$ cat src/rtl/pid_sequencer.sv
// PID loop sequencer for the water-heater controller.
// Sample -> gain select -> PID handshake -> clamped heater duty.
module pid_sequencer #(
  parameter int               WIDTH     = 12,
  parameter int               PERIOD    = 100,
  parameter int               TIMEOUT   = 16,
  parameter logic [WIDTH-1:0] BAND      = 12'h020,
  parameter logic [WIDTH-1:0] KP_COARSE = 12'h010,
  parameter logic [WIDTH-1:0] KI_COARSE = 12'h000,
  parameter logic [WIDTH-1:0] KD_COARSE = 12'h004,
  parameter logic [WIDTH-1:0] KP_FINE   = 12'h008,
  parameter logic [WIDTH-1:0] KI_FINE   = 12'h002,
  parameter logic [WIDTH-1:0] KD_FINE   = 12'h008,
  parameter logic [WIDTH-1:0] DUTY_MAX  = 12'h3F0
) (
  input  logic             CLK,
  input  logic             nRST,
  input  logic             enable,
  input  logic [WIDTH-1:0] setpoint,
  output logic             sensor_req,
  input  logic             sensor_valid,
  input  logic [WIDTH-1:0] sensor_data,
  output logic [WIDTH-1:0] pid_kp,
  output logic [WIDTH-1:0] pid_ki,
  output logic [WIDTH-1:0] pid_kd,
  output logic [WIDTH-1:0] pid_measured,
  output logic [WIDTH-1:0] pid_setpoint,
  input  logic [WIDTH-1:0] pid_response,
  input  logic             pid_computed,
  output logic [WIDTH-1:0] heater_duty,
  output logic             duty_valid,
  output logic             band_sel,
  output logic             busy,
  output logic             fault,
  output logic [7:0]       missed
);

  localparam int PW = (PERIOD > 1) ? $clog2(PERIOD) : 1;
  localparam int TW = $clog2(TIMEOUT + 1);

  typedef enum logic [2:0] {
    IDLE, REQ, LOAD, WAIT, APPLY, FAULT
  } state_t;

  state_t           r_state;
  logic [PW-1:0]    r_pcnt;
  logic [TW-1:0]    r_tcnt;
  logic [WIDTH-1:0] r_meas;
  logic [WIDTH-1:0] r_resp;
  logic             r_comp_d;

  logic             w_tick;
  logic             w_tmo;
  logic             w_edge;
  logic [WIDTH:0]   w_err;
  logic [WIDTH:0]   w_abs;
  logic             w_coarse;
  logic [WIDTH-1:0] w_duty;

  assign w_tick   = enable && (r_pcnt == PW'(PERIOD - 1));
  assign w_tmo    = (r_tcnt == TW'(TIMEOUT - 1));
  assign w_edge   = pid_computed && !r_comp_d;
  assign w_err    = {1'b0, setpoint} - {1'b0, r_meas};
  assign w_abs    = w_err[WIDTH] ? (~w_err + 1'b1) : w_err;
  assign w_coarse = (w_abs > {1'b0, BAND});

  // Saturate the signed PID response into the duty range.
  always_comb begin
    w_duty = r_resp;
    if (r_resp[WIDTH-1])
      w_duty = '0;
    else if (r_resp > DUTY_MAX)
      w_duty = DUTY_MAX;
  end

  // Free-running sample period counter, held at zero while disabled.
  always_ff @(posedge CLK or negedge nRST) begin
    if (!nRST)
      r_pcnt <= '0;
    else if (!enable || w_tick)
      r_pcnt <= '0;
    else
      r_pcnt <= r_pcnt + 1'b1;
  end

  // Count ticks that arrive while an iteration is still in flight.
  always_ff @(posedge CLK or negedge nRST) begin
    if (!nRST)
      missed <= '0;
    else if (w_tick && r_state != IDLE && missed != 8'hFF)
      missed <= missed + 1'b1;
  end

  // Previous pid_computed, so only a fresh rising edge is accepted.
  always_ff @(posedge CLK or negedge nRST) begin
    if (!nRST)
      r_comp_d <= 1'b0;
    else
      r_comp_d <= pid_computed;
  end

  // Iteration sequencer with registered outputs.
  always_ff @(posedge CLK or negedge nRST) begin
    if (!nRST) begin
      r_state      <= IDLE;
      r_tcnt       <= '0;
      r_meas       <= '0;
      r_resp       <= '0;
      sensor_req   <= 1'b0;
      pid_kp       <= '0;
      pid_ki       <= '0;
      pid_kd       <= '0;
      pid_measured <= '0;
      pid_setpoint <= '0;
      heater_duty  <= '0;
      duty_valid   <= 1'b0;
      band_sel     <= 1'b0;
      busy         <= 1'b0;
      fault        <= 1'b0;
    end else begin
      duty_valid <= 1'b0;
      if (!enable) begin
        r_state      <= IDLE;
        r_tcnt       <= '0;
        sensor_req   <= 1'b0;
        pid_kp       <= '0;
        pid_ki       <= '0;
        pid_kd       <= '0;
        pid_measured <= '0;
        pid_setpoint <= '0;
        heater_duty  <= '0;
        band_sel     <= 1'b0;
        busy         <= 1'b0;
        fault        <= 1'b0;
      end else begin
        unique case (r_state)
          IDLE: begin
            if (w_tick) begin
              r_state    <= REQ;
              r_tcnt     <= '0;
              sensor_req <= 1'b1;
              busy       <= 1'b1;
            end
          end
          REQ: begin
            if (sensor_valid) begin
              r_meas     <= sensor_data;
              sensor_req <= 1'b0;
              r_state    <= LOAD;
            end else if (w_tmo) begin
              r_state     <= FAULT;
              sensor_req  <= 1'b0;
              busy        <= 1'b0;
              fault       <= 1'b1;
              heater_duty <= '0;
              pid_kp      <= '0;
              pid_ki      <= '0;
              pid_kd      <= '0;
            end else begin
              r_tcnt <= r_tcnt + 1'b1;
            end
          end
          LOAD: begin
            band_sel     <= w_coarse;
            pid_kp       <= w_coarse ? KP_COARSE : KP_FINE;
            pid_ki       <= w_coarse ? KI_COARSE : KI_FINE;
            pid_kd       <= w_coarse ? KD_COARSE : KD_FINE;
            pid_measured <= r_meas;
            pid_setpoint <= setpoint;
            r_tcnt       <= '0;
            r_state      <= WAIT;
          end
          WAIT: begin
            if (w_edge) begin
              r_resp  <= pid_response;
              r_state <= APPLY;
            end else if (w_tmo) begin
              r_state     <= FAULT;
              busy        <= 1'b0;
              fault       <= 1'b1;
              heater_duty <= '0;
              pid_kp      <= '0;
              pid_ki      <= '0;
              pid_kd      <= '0;
            end else begin
              r_tcnt <= r_tcnt + 1'b1;
            end
          end
          APPLY: begin
            heater_duty <= w_duty;
            duty_valid  <= 1'b1;
            busy        <= 1'b0;
            r_state     <= IDLE;
          end
          FAULT: begin
            r_state <= FAULT;
          end
          default: r_state <= IDLE;
        endcase
      end
    end
  end

endmodule

$ cat config.mk
export PLATFORM = sky130hd
export DESIGN_NAME = pid_sequencer
export DESIGN_NICKNAME = d
export VERILOG_FILES = /design/src/rtl/pid_sequencer.sv
export SDC_FILE = /design/constraint.sdc
export NUM_CORES = 1
export LEC_CHECK = 0
export BUFFER_PORTS_ARGS = -buffer_cell sky130_fd_sc_hd__buf_2
export CORE_UTILIZATION = 30
export CTS_CLUSTER_DIAMETER = 30
export DETAILED_ROUTE_END_ITERATION = 16
export SYNTH_ARGS = -nofsm -noshare
export SYNTH_HDL_FRONTEND = slang
export SYNTH_SLANG_ARGS = --single-unit
$ cat constraint.sdc
create_clock -name CLK -period 6.56 [get_ports CLK]
set_clock_uncertainty 0.1 [all_clocks]
set_input_delay 1.968 -clock CLK [delete_from_list [all_inputs] [get_ports CLK]]
set_output_delay 1.968 -clock CLK [all_outputs]
set_load 0.02 [all_outputs]
==> out/qor.yml <==
pin_count: 126
grt_use_total_pct: 14.2
start_kind: "primary input"
ant_nets: 0
grt_remaining_overflow: 0
dr.pass1.iters: 4
cts_tree: "yes"
p_total_mw: 1.17
period_share_pct: 70.8
worstPathRequired_ns: 6.70
routed_wl_mm: 11.8
r2r_slack_ns: 3.20
p_leak_nw: 2.96
clk_pin_slew_ns: 0.07
timing.max_cap.violations: 0
clock_path_buffers: 2
path_max_fanout: 4
slowest_stage: "fa_1"
nets: 665
crit_path_start: "setpoint[0]"
cts-htree-levels: 3
fmax_mhz: 215
synth_warnings: 0
antenna_found_initial: 2
ctsHoldBuffers: 0
grt_pass1_wl_mm: 19.6
rsz0062_at_grt: "no"
fin_crit_ns: 4.64
netlist_area_um2: 5080
via_per_inst: 4.76
final_common_cell: "buf_2"
post-dp-hpwl_mm: 8.85
synthArstFlopShare_pct: 100
hold_viol_final: 0
wl_per_cell_um: 14.1
postCtsSetupRepairBufs: 0
pwr_density_cell_nw_per_um2: 199
dr_total_vias: 3958
clock-sinks: 90
port_buffers: 93
synth_ff_type: "dfrtp_1"
core_um2: 16500
dieArea_um2: 17400
tightest_slew_ns: 0.852
timing.rr.start: "r_meas[0]"
dr.first_iter.drc_count: 264
slew_headroom_pct: 42.8
path_cells: "buf_2, inv_1, ha_1, fa_1, ha_1, inv_1, or3_4, a2111o_1, a211oi_1, o32ai_1, a311oi_2, a31oi_1, a21o_1"
remaining_drc_errors: 0
floorplan.initialDensity_pct: 30.7
cts_buffers: 9
grt_max_degree: 58
area_growth_pct: 15.7
hp-class: "reg -> reg"
synth_seq_cells: 90
die_y_um: 132
gp_congestion: 0.834
endpoint_kind: "flip-flop"
postSynthCellCount: 524
whs_path_depth: 1
arrival_ns: 4.78
avgSynthCellArea_um2: 9.69
critical_path_class: "in -> reg"
yosysSeqAreaShare_pct: 44.4
setup_viol: 0
root_buffer: "clkbuf_16"
slowest_delay_ns: 0.55
num_antenna_cells: 0
cts_resized: 0
timing.rr.end: "pid_kd[2]"
grt_pass1_vias: 3787
cp-endpoint: "pid_kd[2]"
tns_ns: 0
die_x_um: 132
status: "finished clean"
drive_gt1_share_pct: 24.4
clock_latency_ns: 0.35
mostFrequentLayoutCells: "92 x buf_2, 90 x dfrtp_1, 56 x nand2_1"
reg2reg_depth: 11
rows: 47
ys_types: 79
ir_worst_vdd_v: 0.000110
slew_viol_final: 0
synth_edf_count: 0
## routing by layer
metal	vias to the layer above	GRT usage, %	share of wire (%)
li1	1981	-	-
met1	1879	18.3	45
met2	80	23.0	49
met3	16	3.34	4.3
met4	2	5.75	1.8
met5	-	0	0.12
## sequential cells by signal, indices dropped and copies added (netlist names), 3 cells and up
name / count
heater_duty: 11
missed: 8
pid_measured: 12
pid_setpoint: 12
r_meas: 12
r_pcnt: 7
r_resp: 12
r_state: 3
r_tcnt: 5
## cells in the mapped netlist (all sizes together), types with 4 or more instances
cell type,number,area (um^2)
dfrtp,90,2250
nand2,58,223
o21ai,51,255
buf,42,313
nor2,34,130
inv,20,75.1
a21oi,18,97.6
ha,17,213
a22o,15,131
clkbuf,14,72.6
mux2,14,158
nand3,14,70.1
a21o,10,76.3
and3,10,63.8
nor3,9,45.0
xnor2,8,70.1
and2,7,46.3
nand2b,7,58.8
xor2,7,61.3
nor2b,6,37.5
or3,5,36.3
a31oi,4,31.3
nand4,4,25.0
o211ai,4,35.0
o31ai,4,30.0
## critical path, delay by kind of cell
family                   cells  cell delay, ns
AO/OA/AOI/OAI                6            1.27
adder cells (fa/ha/maj)      3            0.96
buffers and inverters        3            0.18
AND/OR/NAND/NOR              1            0.40
## through the flow
stage          instance area (um^2)  instances  hold slack (ns)  setup slack, ns  util [%]
4_1_cts                        5870        831            0.360             1.93      35.5
3_3_place_gp                   5570        815            0.346             1.61      33.7
2_1_floorplan                  5190        555            0.325             1.87         -
3_5_place_dp                   5570        815            0.350             1.56      33.7
5_1_grt                        5870        831            0.380             1.71      35.5
6_report                       5870        831            0.354             1.92      35.5
## area by class of cell
cell class / count / area (um^2)
clock buffer: 9 / 225
clock inverter: 7 / 73.8
fill: 1731 / 10700
inverter: 20 / 75.1
multi-input combinational: 389 / 2480
sequential: 90 / 2250
tap: 220 / 275
timing repair buffer: 96 / 490
## report_power, final
group | switching, mW | leakage, nW | internal, mW
logic | 0.0651 | 1.62 | 0.0288
clock network | 0.249 | 0.146 | 0.268
registers | 0.00117 | 1.20 | 0.556
total | 0.315 | 2.96 | 0.853
## kinds of logic (layout without fill, tap and decap cells)
kind of cell	after synthesis	in the layout	synth area share [%]
AOI/OAI and AO/OA	142	142	19.5
xor gates and xnor gates	15	15	2.59
adders and majority gates	18	18	4.58
buffers and inverters	76	132	9.07
DFF	90	90	44.4
muxes	16	16	3.50
other	1	32	0.0739
and+or+nand+nor	166	166	16.3
## worst min path at each step
stage | from | to | slack, ns
global placement | r_pcnt[0] | r_pcnt[0] | 0.35
finish | r_pcnt[0] | r_pcnt[0] | 0.35
floorplan | r_pcnt[0] | r_pcnt[0] | 0.33
detailed placement | r_pcnt[0] | r_pcnt[0] | 0.35
global route | r_pcnt[0] | r_pcnt[0] | 0.38
CTS | r_pcnt[0] | r_pcnt[0] | 0.36
No activity file was read; power rests on OpenSTA's default activity.
